--- config.mk ---
export PLATFORM = sky130hd
export DESIGN_NAME = logic_op_unit
export DESIGN_NICKNAME = d
export VERILOG_FILES = /design/src/rtl/logic_op_pkg.sv /design/src/rtl/op_skid_buf.sv /design/src/rtl/logic_op_unit.sv
export SDC_FILE = /design/constraint.sdc
export NUM_CORES = 1
export LEC_CHECK = 0
export BUFFER_PORTS_ARGS = -buffer_cell sky130_fd_sc_hd__buf_2
export CORE_MARGIN = 2
export CORE_UTILIZATION = 60
export CTS_CLUSTER_SIZE = 24
export DETAILED_ROUTE_END_ITERATION = 7
export GPL_TIMING_DRIVEN = 0
export PLACE_DENSITY = 0.91
export SLEW_MARGIN = 10
export SYNTH_ARGS = -nofsm -noshare
export SYNTH_HDL_FRONTEND = slang
export SYNTH_HIERARCHICAL = 1
export SYNTH_SLANG_ARGS = --single-unit
--- constraint.sdc ---
create_clock -name i_clk -period 5.9 [get_ports i_clk]
set_input_delay 0.295 -clock i_clk [delete_from_list [all_inputs] [get_ports i_clk]]
set_output_delay 0.295 -clock i_clk [all_outputs]
set_load 0.005 [all_outputs]
--- src/rtl/logic_op_pkg.sv ---
// Shared opcode encoding, packet FSM states and result-entry field layout
// for logic_op_unit.
package logic_op_pkg;

    localparam logic [2:0] OP_AND     = 3'd0;
    localparam logic [2:0] OP_OR      = 3'd1;
    localparam logic [2:0] OP_XOR     = 3'd2;
    localparam logic [2:0] OP_NAND    = 3'd3;
    localparam logic [2:0] OP_NOR     = 3'd4;
    localparam logic [2:0] OP_XNOR    = 3'd5;
    localparam logic [2:0] OP_ACC_AND = 3'd6;
    localparam logic [2:0] OP_ACC_OR  = 3'd7;

    typedef enum logic {
        ST_FIRST = 1'b0,
        ST_BODY  = 1'b1
    } pkt_state_e;

    // Entry layout: {err, zero, last, result[W-1:0]}; offsets are relative to bit W.
    localparam int unsigned PL_EXTRA    = 3;
    localparam int unsigned PL_LAST_OFS = 0;
    localparam int unsigned PL_ZERO_OFS = 1;
    localparam int unsigned PL_ERR_OFS  = 2;

    function automatic int unsigned pl_width(input int unsigned w);
        return w + PL_EXTRA;
    endfunction

endpackage

--- src/rtl/op_skid_buf.sv ---
// Generic 2-entry valid/ready skid buffer. Main entry drives the outputs; the
// skid entry catches one beat on a stall. o_ready is registered.
module op_skid_buf #(
    parameter int unsigned Width = 11
) (
    input  logic             i_clk,
    input  logic             i_rst_n,
    input  logic             i_valid,
    output logic             o_ready,
    input  logic [Width-1:0] i_data,
    output logic             o_valid,
    input  logic             i_ready,
    output logic [Width-1:0] o_data
);

    logic             r_main_valid;
    logic             r_skid_valid;
    logic             r_ready;
    logic [Width-1:0] r_main_data;
    logic [Width-1:0] r_skid_data;

    logic             w_main_valid_d;
    logic             w_skid_valid_d;
    logic [Width-1:0] w_main_data_d;
    logic [Width-1:0] w_skid_data_d;
    logic             w_push;
    logic             w_pop;

    assign w_push = i_valid & r_ready;
    assign w_pop  = r_main_valid & i_ready;

    always_comb begin
        w_main_valid_d = r_main_valid;
        w_main_data_d  = r_main_data;
        w_skid_valid_d = r_skid_valid;
        w_skid_data_d  = r_skid_data;
        if (r_skid_valid) begin
            // r_ready is low here, so no push can coincide with the drain.
            if (w_pop) begin
                w_main_data_d  = r_skid_data;
                w_skid_valid_d = 1'b0;
            end
        end else if (w_push) begin
            if (!r_main_valid || w_pop) begin
                w_main_valid_d = 1'b1;
                w_main_data_d  = i_data;
            end else begin
                w_skid_valid_d = 1'b1;
                w_skid_data_d  = i_data;
            end
        end else if (w_pop) begin
            w_main_valid_d = 1'b0;
        end
    end

    always_ff @(posedge i_clk or negedge i_rst_n) begin
        if (!i_rst_n) begin
            r_main_valid <= 1'b0;
            r_skid_valid <= 1'b0;
            r_ready      <= 1'b1;
            r_main_data  <= '0;
            r_skid_data  <= '0;
        end else begin
            r_main_valid <= w_main_valid_d;
            r_skid_valid <= w_skid_valid_d;
            r_ready      <= !w_skid_valid_d;
            r_main_data  <= w_main_data_d;
            r_skid_data  <= w_skid_data_d;
        end
    end

    assign o_ready = r_ready;
    assign o_valid = r_main_valid;
    assign o_data  = r_main_data;

endmodule

--- src/rtl/logic_op_unit.sv ---
// Registered bitwise logic stage with per-packet ACC_AND/ACC_OR accumulation.
// Define LOGIC_OP_XOR_EN to implement XOR/XNOR; otherwise they flag OUT_ERR.
module logic_op_unit
    import logic_op_pkg::*;
#(
    parameter int unsigned W = 8
) (
    input  logic         i_clk,
    input  logic         i_rst_n,
    input  logic         i_in_valid,
    output logic         o_in_ready,
    input  logic [W-1:0] i_a,
    input  logic [W-1:0] i_b,
    input  logic [2:0]   i_op,
    input  logic         i_in_last,
    output logic         o_out_valid,
    input  logic         i_out_ready,
    output logic [W-1:0] o_out,
    output logic         o_out_last,
    output logic         o_out_zero,
    output logic         o_out_err
);

    localparam int unsigned PW = pl_width(W);

    pkt_state_e   r_state;
    pkt_state_e   w_state_d;
    logic [W-1:0] r_acc;
    logic [W-1:0] w_acc_d;
    logic [W-1:0] w_result;
    logic         w_err;
    logic         w_first;
    logic         w_is_acc;
    logic         w_accept;
    logic         w_in_ready;
    logic [PW-1:0] w_payload;
    logic [PW-1:0] w_out_payload;

    assign w_accept = i_in_valid & w_in_ready;

    always_ff @(posedge i_clk or negedge i_rst_n) begin
        if (!i_rst_n) begin
            r_state <= ST_FIRST;
            r_acc   <= '0;
        end else begin
            r_state <= w_state_d;
            r_acc   <= w_acc_d;
        end
    end

    always_comb begin
        w_state_d = r_state;
        if (w_accept) begin
            w_state_d = i_in_last ? ST_FIRST : ST_BODY;
        end
    end

    always_comb begin
        w_first  = (r_state == ST_FIRST);
        w_is_acc = 1'b0;
        w_err    = 1'b0;
        w_result = '0;
        case (i_op)
            OP_AND:  w_result = i_a & i_b;
            OP_OR:   w_result = i_a | i_b;
            OP_NAND: w_result = ~(i_a & i_b);
            OP_NOR:  w_result = ~(i_a | i_b);
`ifdef LOGIC_OP_XOR_EN
            OP_XOR:  w_result = i_a ^ i_b;
            OP_XNOR: w_result = ~(i_a ^ i_b);
`else
            OP_XOR,
            OP_XNOR: w_err = 1'b1;
`endif
            OP_ACC_AND: begin
                w_is_acc = 1'b1;
                w_result = w_first ? i_a : (r_acc & i_a);
            end
            OP_ACC_OR: begin
                w_is_acc = 1'b1;
                w_result = w_first ? i_a : (r_acc | i_a);
            end
            default: w_result = '0;
        endcase
    end

    always_comb begin
        w_acc_d = r_acc;
        if (w_accept && w_is_acc) begin
            w_acc_d = w_result;
        end
    end

    assign w_payload = {w_err, (w_result == '0), i_in_last, w_result};

    op_skid_buf #(
        .Width (PW)
    ) u_skid (
        .i_clk   (i_clk),
        .i_rst_n (i_rst_n),
        .i_valid (i_in_valid),
        .o_ready (w_in_ready),
        .i_data  (w_payload),
        .o_valid (o_out_valid),
        .i_ready (i_out_ready),
        .o_data  (w_out_payload)
    );

    assign o_in_ready = w_in_ready;
    assign o_out      = w_out_payload[W-1:0];
    assign o_out_last = w_out_payload[W+PL_LAST_OFS];
    assign o_out_zero = w_out_payload[W+PL_ZERO_OFS];
    assign o_out_err  = w_out_payload[W+PL_ERR_OFS];

endmodule
==> results of run 1 <==
area by class of cell:
cell class | instances | share of cell area, %
plain buffers | 12 | 3.911
flip-flops and latches | 34 | 34.59
repair buffers | 34 | 6.907
well taps | 46 | 2.336
clock inverters | 1 | 0.2031
multi-input cells | 147 | 48.91
clock buffers | 7 | 2.235
inverters | 6 | 0.9142
per-layer routing:
metal	GRT usage (%)	part of all wire, %	up-vias
li1	-	-	834
met1	33.49	45	859
met2	38.28	47	61
met3	5.810	6.7	11
met4	10.64	1.6	0
met5	0	0	-
layout by cell type, fill, tap and decap left out, drive strengths merged, types with 6 or more instances in the layout:
cell,count
a21oi,15
a31oi,6
buf,45
clkbuf,8
dfrtp,33
inv,6
mux2,39
nand2,11
nand2b,6
nor2,12
o21ai,11
worst reg2reg max path, delay by kind of cell (launching register included):
kind	cells	cell delay, ps
buffers and inverters	1	200
DFF	1	420
muxes	2	530
and+or+nand+nor	3	510
AOI/OAI and AO/OA	3	500
power breakdown:
group / internal [mW] / switching [mW]
logic: 0.282 / 0.189
clock network: 0.0577 / 0.0776
registers: 0.341 / 0.0779
flip-flops by register name (all words and copies together), names as in the netlist:
signal / cells
r_state: 1
u_skid/r_skid_data: 11
u_skid/o_valid: 1
u_skid/r_skid_valid: 1
r_acc: 8
u_skid/o_ready: 1
u_skid/o_data: 11
worst max-delay path by stage:
| stage | from | to | cells after the start |
|---|---|---|---|
| global placement | i_op[1] | u_skid/o_data[9] | 8 |
| global route | r_state | u_skid/o_data[9] | 9 |
| finish | r_state | u_skid/o_data[9] | 9 |
| floorplan | r_state | u_skid/o_data[9] | 8 |
| CTS | r_state | u_skid/o_data[9] | 9 |
| detailed placement | i_op[1] | u_skid/o_data[9] | 8 |
metrics by stage:
stage / instances / utilization, %
2_1_floorplan: 199 / -
5_1_grt: 287 / 72.12
6_report: 287 / 72.12
3_3_place_gp: 279 / 70.37
3_5_place_dp: 279 / 70.37
4_1_cts: 287 / 72.12
logic make-up (layout without fill, tap and decap cells):
kind of cell	Yosys count	after routing	share of synthesized area, %
compound gates	63	63	19.50
buf+inv	18	60	5.462
flops	34	34	39.16
mux	39	39	23.63
simple gates	45	45	12.25
==> results.py, run 1 <==
metrics = {
    "status": {
        "status": "complete, no violations",
    },
    "global_routing": {
        "grt_antenna_before_repair": 0,
        "overflow": 0,
        "grt_pass1_wl_mm": 7.838,
        "grt_usage_pct": 24.80,
        "grt_max_degree": 35,
        "first_global_vias": 1651,
    },
    "placement": {
        "place_area_um2": 2404,
        "port_buffers": 34,
        "place_worst_setup_slack_ps": 3589,
        "place_hpwl_mm": 3.290,
        "routabilityCongestion": 0.8395,
    },
    "die": {
        "ios": 37,
        "die_h_um": 64.22,
        "die-area_um2": 4124,
        "fp.dieW_um": 64.22,
        "rows": 21,
        "initial_core_util_pct": 63.70,
        "coreArea_um2": 3416,
    },
    "yosys": {
        "synth_area_leader_cell": "dfrtp_1",
        "syn_inst": 199,
        "synth_fp_nets": 223,
        "syn_area_per_cell_um2": 10.93,
        "seq_area_frac_synth_pct": 39.16,
        "synth_edf_count": 0,
        "synth_top_area_share_pct": 37.95,
        "ys_warn_count": 6,
        "synth-async-reset-ratio_pct": 100.0,
        "yosysMostFrequentCell": "dfrtp_1",
        "ys_types": 41,
        "synthTopCellsByCount": "33 x dfrtp_1, 20 x mux2_4, 19 x mux2_2",
        "synth_seq_cells": 34,
        "synthFlopType": "dfrtp_1",
        "ys_top_cells_by_area": "dfrtp_1 38%, mux2_4 14%, mux2_2 9.8%, a21oi_1 3.5%, buf_6 3.1%",
        "syn-cell-area_um2": 2176,
    },
    "setup_path": {
        "crit_chain": "buf_2, nor2b_1, o22ai_1, a21oi_1, a21oi_1, nor3b_1, and4b_1, mux2_2, mux2_4",
        "cp_top_family": "multiplexers",
        "cp.buffers_inverters": 1,
        "critPathArrivalTime_ps": 2500,
        "crit_top_cell": "a21oi_1",
        "required_ps": 6120,
        "slowest_stage": "dfrtp_1",
        "r2r-start": "r_state",
        "crit_path_max_fanout": 10,
        "path_class": "flip-flop to flip-flop",
        "r2r-end": "u_skid/o_data[9]",
        "slowest_delay_ps": 420,
        "rr_worst_depth": 9,
        "worst_setup_path_end_kind": "flip-flop",
        "reg2reg_setup_slack_ps": 3620,
        "worst_setup_path_start_kind": "flip-flop",
    },
    "cells_and_area": {
        "n_antenna_cell": 0,
        "fillers": 249,
        "area_delta_synth_final_pct": 13.23,
        "fin_area_um2": 2464,
        "drive_gt1_share_pct": 40.25,
        "regArea_um2": 852.1,
        "multi_input_area_um2": 1205,
        "final_nets": 264,
    },
    "clock_tree": {
        "clk_latency_ps": 340,
        "htree_levels": 2,
        "postCtsSetupRepairBufs": 0,
        "postCtsHoldBufs": 0,
        "clock_path_buffers": 2,
        "cts_root_buffer": "clkbuf_4",
        "cts_made_buffers": 5,
        "clkTransAtPathRegs_ps": 100,
        "cts_tree": "done",
        "cts_resized": 0,
        "cts.sinks": 34,
    },
    "power_and_ir_drop": {
        "power_density_nw_per_um2": 415.7,
        "ir_drop_uv": 282.8,
        "total_power_mw": 1.024,
        "power.leakage_nw": 1.166,
    },
    "sta": {
        "rsz0062_at_grt": "false",
        "fin_skew_ps": 13.17,
        "setup_viol": 0,
        "setup_ws_ps": 3621,
        "relSlewSlack_pct": 49.44,
        "period_share_pct": 38.63,
        "hold_viol_final": 0,
        "slew_violations": 0,
        "worstMarginPinSlew_ps": 758.4,
        "period_minus_slack_ps": 2279,
        "max_freq_mhz": 438.8,
        "timing.hold.ws_ps": 9.867,
        "tns_ps": 0,
    },
    "worst_hold_path": {
        "hp-class": "primary input to async pin",
    },
    "detailed_routing": {
        "vias_per_cell": 6.150,
        "vias": 1765,
        "ant_nets": 0,
        "drc": 0,
        "drtIter0Drc": 125,
        "wl_per_cell_um": 16.34,
        "drt_pre_antenna_iters": 5,
        "totalWireLength_mm": 4.690,
    },
    "run": {
        "maxCapViolations": 0,
    },
}
Note: power is estimated with default switching activity, not from simulation.
==> inputs of run 2 (changes only) <==
--- a/config.mk
+++ b/config.mk
@@ -5,13 +5,14 @@
 export SDC_FILE = /design/constraint.sdc
 export NUM_CORES = 1
 export LEC_CHECK = 0
+export ABC_AREA = 1
 export BUFFER_PORTS_ARGS = -buffer_cell sky130_fd_sc_hd__buf_2
 export CORE_MARGIN = 2
-export CORE_UTILIZATION = 60
+export CORE_UTILIZATION = 56
 export CTS_CLUSTER_SIZE = 24
 export DETAILED_ROUTE_END_ITERATION = 7
 export GPL_TIMING_DRIVEN = 0
-export PLACE_DENSITY = 0.91
+export PLACE_DENSITY = 0.87
 export SLEW_MARGIN = 10
 export SYNTH_ARGS = -nofsm -noshare
 export SYNTH_HDL_FRONTEND = slang
==> constraint.sdc (replaced) <==
create_clock -name i_clk -period 2.2 [get_ports i_clk]
set_input_delay 0.11 -clock i_clk [delete_from_list [all_inputs] [get_ports i_clk]]
set_output_delay 0.11 -clock i_clk [all_outputs]
set_load 0.005 [all_outputs]
==> run 2 against run 1 <==
  * Non-clock buffer count rose by 4
  * Largest cell class unchanged
  * Clock power rose to 3.3 times the previous value
  * Design area rose by 1.6%
==> results.py, run 2 <==
metrics = {
    "sta": {
        "period_share_pct": 83.73,
        "hold_viol_final": 0,
        "relSlewSlack_pct": 49.29,
        "period_minus_slack_ps": 1842,
        "max_freq_mhz": 542.9,
        "worstMarginPinSlew_ps": 760.7,
        "slew_violations": 0,
        "rsz0062_at_grt": "false",
        "setup_viol": 0,
        "tns_ps": 0,
        "fin_skew_ps": 5.957,
    },
    "setup_path": {
        "crit_chain": "buf_2, inv_1, o21ai_0, a21oi_1, nand2_1, nor2_1, nand2_1, nor2_1, nand2_1, nand2_1, nand3_1, nand2_1",
        "worst_setup_path_end_kind": "flip-flop",
        "crit_top_cell": "nand2_1",
        "critPathArrivalTime_ps": 2070,
        "cp.buffers_inverters": 2,
        "cp_top_family": "simple AND/OR/NAND/NOR gates",
        "worst_setup_path_start_kind": "flip-flop",
        "reg2reg_setup_slack_ps": 360,
        "crit_path_max_fanout": 9,
        "required_ps": 2430,
        "slowest_stage": "dfrtp_1",
        "path_class": "flip-flop to flip-flop",
        "slowest_delay_ps": 350,
    },
    "detailed_routing": {
        "vias_per_cell": 5.087,
        "ant_nets": 0,
        "drt_pre_antenna_iters": 4,
        "drtIter0Drc": 182,
        "wl_per_cell_um": 11.36,
        "totalWireLength_mm": 4.974,
        "vias": 2228,
        "drc": 0,
    },
    "global_routing": {
        "grt_usage_pct": 26.67,
        "first_global_vias": 2143,
        "grt_antenna_before_repair": 0,
        "overflow": 0,
        "grt_max_degree": 35,
        "grt_pass1_wl_mm": 9.080,
    },
    "clock_tree": {
        "cts_tree": "done",
        "cts.sinks": 34,
        "postCtsHoldBufs": 1,
        "cts_resized": 0,
        "postCtsSetupRepairBufs": 0,
        "clock_path_buffers": 2,
        "htree_levels": 2,
        "cts_made_buffers": 5,
        "clk_latency_ps": 290,
        "clkTransAtPathRegs_ps": 70,
        "cts_root_buffer": "clkbuf_8",
    },
    "yosys": {
        "synthFlopType": "dfrtp_1",
        "synth_area_leader_cell": "dfrtp_1",
        "synthTopCellsByCount": "141 x nand2_1, 53 x nor2_1, 39 x nand3_1",
        "synth_top_area_share_pct": 38.00,
        "syn_area_per_cell_um2": 6.300,
        "synth_edf_count": 0,
        "synth-async-reset-ratio_pct": 100.0,
        "syn-cell-area_um2": 2173,
        "synth_seq_cells": 34,
        "synth_fp_nets": 369,
        "yosysMostFrequentCell": "nand2_1",
        "seq_area_frac_synth_pct": 39.21,
        "ys_top_cells_by_area": "dfrtp_1 38%, nand2_1 24%, nor2_1 9.2%, nand3_1 9.0%, inv_1 4.1%",
        "ys_types": 20,
        "ys_warn_count": 6,
        "syn_inst": 345,
    },
    "power_and_ir_drop": {
        "power.leakage_nw": 1.450,
        "clock_power_share_pct": 17.0,
        "p_seq_share_pct": 41.0,
        "p_switching_mw": 1.054,
        "ir_drop_uv": 691.7,
        "switching_share_pct": 40.87,
        "comb_power_share_pct": 41.9,
        "power_density_nw_per_um2": 1030,
        "internal_power_mw": 1.525,
    },
    "die": {
        "ios": 37,
        "coreArea_um2": 3689,
        "die-area_um2": 4395,
        "die_h_um": 66.30,
        "initial_core_util_pct": 58.92,
        "fp.dieW_um": 66.30,
        "rows": 22,
    },
    "cells_and_area": {
        "final_cells": 438,
        "mostFrequentLayoutCells": "141 x nand2_1, 53 x nor2_1, 45 x buf_2, 39 x nand3_1, 33 x dfrtp_1",
        "area_delta_synth_final_pct": 15.20,
        "layout_commonest_cell": "nand2_1",
        "post-route-util_pct": 67.88,
        "drive_gt1_share_pct": 16.15,
        "fillers": 336,
        "n_antenna_cell": 0,
        "final_nets": 413,
    },
    "placement": {
        "routabilityCongestion": 0.8834,
        "place_hpwl_mm": 3.744,
        "port_buffers": 36,
        "dp_cells": 429,
    },
    "run": {
        "maxCapViolations": 0,
    },
    "status": {
        "status": "complete, no violations",
    },
    "worst_hold_path": {
        "hp-class": "primary input to flip-flop",
    },
}
## run 2: final cells by class
cell class | instances | area, um^2 | share of cell area [%]
inverter | 27 | 101.3 | 4.048
clock buffer | 8 | 80.08 | 3.198
timing repair buffer | 37 | 190.2 | 7.596
tap | 48 | 60.06 | 2.399
multi-input combinational | 271 | 1137 | 45.43
buffer | 13 | 82.58 | 3.298
sequential | 34 | 852.1 | 34.03
## run 2: path summary, 6_finish.rpt
check	start	to	cells after the start
worst max-delay path	r_state	u_skid/o_data[9]	12
min in group asynchronous	i_rst_n	u_skid/o_data[3]	2
worst min register to register	u_skid/o_data[7]	u_skid/o_data[7]	2
worst max register to register	r_state	u_skid/o_data[9]	12
max in group asynchronous	i_rst_n	u_skid/r_skid_data[6]	2
worst min-delay path	i_out_ready	u_skid/o_valid	2
## run 2: routing by layer
metal  up-vias  global-route usage (%)  wire length [um]  part of all wire, %
met2        42                   44.50              2366                   48
met4         0                   8.163                46                 0.92
met5         -                       0                 0                    0
li1       1173                       -                 -                    -
met3         5                   5.111               190                  3.8
met1      1008                   34.93              2371                   48
## run 2: through the flow
step	power (mW)	hold slack (ps)	setup WS, ps	area, um^2
floorplan	1.799	-185.6	688.8	2173
global placement	2.094	209.2	416.9	2414
detailed placement	2.139	213.8	388.8	2414
CTS	2.582	34.25	376.9	2504
global route	2.807	70.49	85.29	2504
finish	2.579	33.68	357.9	2504
## run 2: kinds of logic (layout without fill, tap and decap cells)
| logic type | after synthesis | in the layout | share of synthesized area, % |
|---|---|---|---|
| buffers and inverters | 40 | 85 | 8.463 |
| AO/OA/AOI/OAI | 30 | 30 | 7.427 |
| AND/OR/NAND/NOR | 241 | 241 | 44.91 |
| flip-flops | 34 | 34 | 39.21 |
## run 2: power groups by stage
| stage | clock, mW | sequential [mW] | combinational, mW |
|---|---|---|---|
| 5_1_grt | 0.466 | 1.09 | 1.25 |
| 6_report | 0.439 | 1.06 | 1.08 |
| 4_1_cts | 0.447 | 1.06 | 1.08 |
| 3_3_place_gp | 0 | 1.06 | 1.04 |
| 2_1_floorplan | 0 | 1.05 | 0.749 |
| 3_5_place_dp | 0 | 1.07 | 1.07 |
## run 2: worst reg2reg max path: stages, from the launching register on
cell and delay [ps]:
dfrtp_1 350, buf_2 170, inv_1 220, o21ai_0 140, a21oi_1 150, nand2_1 160
nor2_1 120, nand2_1 60, nor2_1 140, nand2_1 70, nand2_1 60, nand3_1 70
nand2_1 70
==> inputs of run 3 (changes only) <==
--- a/config.mk
+++ b/config.mk
@@ -5,7 +5,7 @@
 export SDC_FILE = /design/constraint.sdc
 export NUM_CORES = 1
 export LEC_CHECK = 0
-export ABC_AREA = 1
+export ABC_AREA = 0
 export BUFFER_PORTS_ARGS = -buffer_cell sky130_fd_sc_hd__buf_2
 export CORE_MARGIN = 2
 export CORE_UTILIZATION = 56
==> constraint.sdc (replaced) <==
create_clock -name i_clk -period 1.9 [get_ports i_clk]
set_input_delay 0.095 -clock i_clk [delete_from_list [all_inputs] [get_ports i_clk]]
set_output_delay 0.095 -clock i_clk [all_outputs]
set_load 0.005 [all_outputs]
==> run 3 against run 2 <==
  * Flip-flop and latch count did not move
  * Sequential share of layout area fell by 2.6 points
  * Critical path depth fell by 3
  * The run now ends with setup timing left
  * Critical endpoint unchanged
==> results.py, run 3 (synthesized netlist as in run 1, its figures left out) <==
metrics = {
    "detailed_routing": {
        "drtIter0Drc": 208,
        "wl_per_cell_um": 17.44,
        "drt_pre_antenna_iters": 4,
        "vias": 1771,
        "totalWireLength_mm": 5.198,
        "drc": 0,
        "ant_nets": 0,
        "vias_per_cell": 5.943,
    },
    "setup_path": {
        "worst_setup_path_start_kind": "flip-flop",
        "slowest_stage": "dfrtp_1",
        "rr_worst_depth": 9,
        "reg2reg_setup_slack_ps": -260,
        "required_ps": 2070,
        "crit_path_max_fanout": 5,
        "slowest_delay_ps": 430,
        "worst_setup_path_end_kind": "flip-flop",
        "path_class": "flip-flop to flip-flop",
        "crit_chain": "buf_6, nor2b_1, o22ai_1, a21oi_1, a21oi_2, nor3b_2, and4b_1, mux2_2, mux2_4",
        "r2r-start": "r_state",
        "r2r-end": "u_skid/o_data[9]",
        "critPathArrivalTime_ps": 2330,
    },
    "global_routing": {
        "overflow": 0,
        "gr-max-usage-layer": "met2",
        "first_global_vias": 1710,
        "grt_use_met2_pct": 40.38,
        "grt_pass1_wl_mm": 8.307,
        "met3_usage_pct": 5.281,
        "grt_antenna_before_repair": 0,
        "grtUsageMet1_pct": 32.86,
        "grt_max_degree": 35,
        "grt_usage_pct": 24.97,
    },
    "cells_and_area": {
        "drive_gt1_share_pct": 49.60,
        "final_nets": 275,
        "regArea_um2": 852.1,
        "mostFrequentLayoutCells": "37 x buf_2, 33 x dfrtp_1, 21 x mux2_4, 18 x mux2_2, 12 x nor2_1",
        "fin_area_um2": 2710,
        "multi_input_area_um2": 1321,
        "fillers": 267,
        "layout_commonest_cell": "buf_2",
        "n_antenna_cell": 0,
        "area_delta_synth_final_pct": 24.55,
    },
    "worst_hold_path": {
        "whs_endpoint": "r_state",
        "hold_depth": 2,
        "hp-class": "primary input to flip-flop",
        "hp-start": "i_in_last",
    },
    "power_and_ir_drop": {
        "ir_drop_uv": 1170,
        "power_density_nw_per_um2": 1292,
        "power.leakage_nw": 1.279,
        "total_power_mw": 3.502,
    },
    "clock_tree": {
        "clk_latency_ps": 280,
        "htree_levels": 2,
        "cts_root_buffer": "clkbuf_8",
        "cts.sinks": 34,
        "cts_made_buffers": 5,
        "clkTransAtPathRegs_ps": 60,
        "clock_path_buffers": 2,
        "cts_tree": "done",
    },
    "sta": {
        "rsz0062_at_grt": "true",
        "period_share_pct": 113.7,
        "fin_skew_ps": 9.402,
        "hold_viol_final": 0,
        "max_freq_mhz": 462.8,
        "relSlewSlack_pct": 50.65,
        "period_minus_slack_ps": 2161,
        "setup_viol": 4,
        "setup_ws_ps": -260.7,
        "worstMarginPinSlew_ps": 740.2,
        "slew_violations": 0,
    },
    "die": {
        "initial_core_util_pct": 58.99,
        "ios": 37,
        "rows": 22,
        "fp.dieW_um": 66.34,
        "die_h_um": 66.34,
        "die-area_um2": 4400,
        "coreArea_um2": 3689,
    },
    "status": {
        "status": "complete, but fails checks",
        "violations": "setup timing",
    },
    "run": {
        "maxCapViolations": 0,
    },
    "placement": {
        "place_area_um2": 2422,
        "port_buffers": 34,
        "place_hpwl_mm": 3.324,
        "routabilityCongestion": 0.8289,
    },
}
[run 3: area by class of cell]
| class | count | area share [%] |
|---|---|---|
| timing repair buffer | 45 | 9.695 |
| inverter | 6 | 0.8310 |
| clock buffer | 6 | 3.047 |
| tap | 48 | 2.216 |
| sequential | 34 | 31.44 |
| multi-input combinational | 147 | 48.75 |
| buffer | 12 | 4.017 |
[run 3: worst max path at each step]
stage | cells past startpoint | from | endpoint | slack [ps]
final | 9 | r_state | u_skid/o_data[9] | -260
after global routing | 9 | r_state | u_skid/o_data[9] | -270
after CTS | 8 | r_state | u_skid/o_data[9] | -200
after detailed placement | 8 | i_op[1] | u_skid/o_data[9] | -200
after global placement | 8 | r_state | u_skid/o_data[9] | -200
after floorplan | 8 | r_state | u_skid/o_data[9] | -20
[run 3: what timing repair did]
action,CTS,global route
endpoints found under the setup margin,1,8
pin swaps,3,7
endpoints found under the hold margin,33,0
gates resized for setup,3,23
gates cloned,1,0
hold buffers,1,0
buffers inserted,2,8
[run 3: stage by stage]
stage / hold slack [ps] / instances / utilization (%) / setup TNS, ps / setup WS, ps
CTS: 73.01 / 291 / 69.10 / -201.0 / -196.0
floorplan: -200.6 / 199 / - / -17.74 / -17.74
detailed placement: 191.8 / 281 / 65.67 / -198.1 / -198.1
global route: 80.59 / 298 / 73.47 / -615.6 / -274.7
finish: 79.50 / 298 / 73.47 / -408.7 / -260.7
global placement: 186.9 / 281 / 65.67 / -204.3 / -204.3
[run 3: power breakdown]
| part | leakage (nW) | internal [mW] | switching, mW |
|---|---|---|---|
| registers | 0.424 | 1.06 | 0.266 |
| clock network | 0.0431 | 0.279 | 0.233 |
| logic | 0.811 | 0.986 | 0.676 |
[run 3: worst max-delay path: cells and delay by family, from the launching register on]
kind | cells | cell delay [ps]
flip-flops | 1 | 430
multiplexers | 2 | 560
buffers and inverters | 1 | 150
AO/OA/AOI/OAI | 3 | 460
AND/OR/NAND/NOR | 3 | 470
[run 3: layer usage]
metal | wire [um] | vias up
met5 | 0 | -
met4 | 110 | 0
met3 | 246 | 11
met2 | 2534 | 62
met1 | 2307 | 848
li1 | - | 850
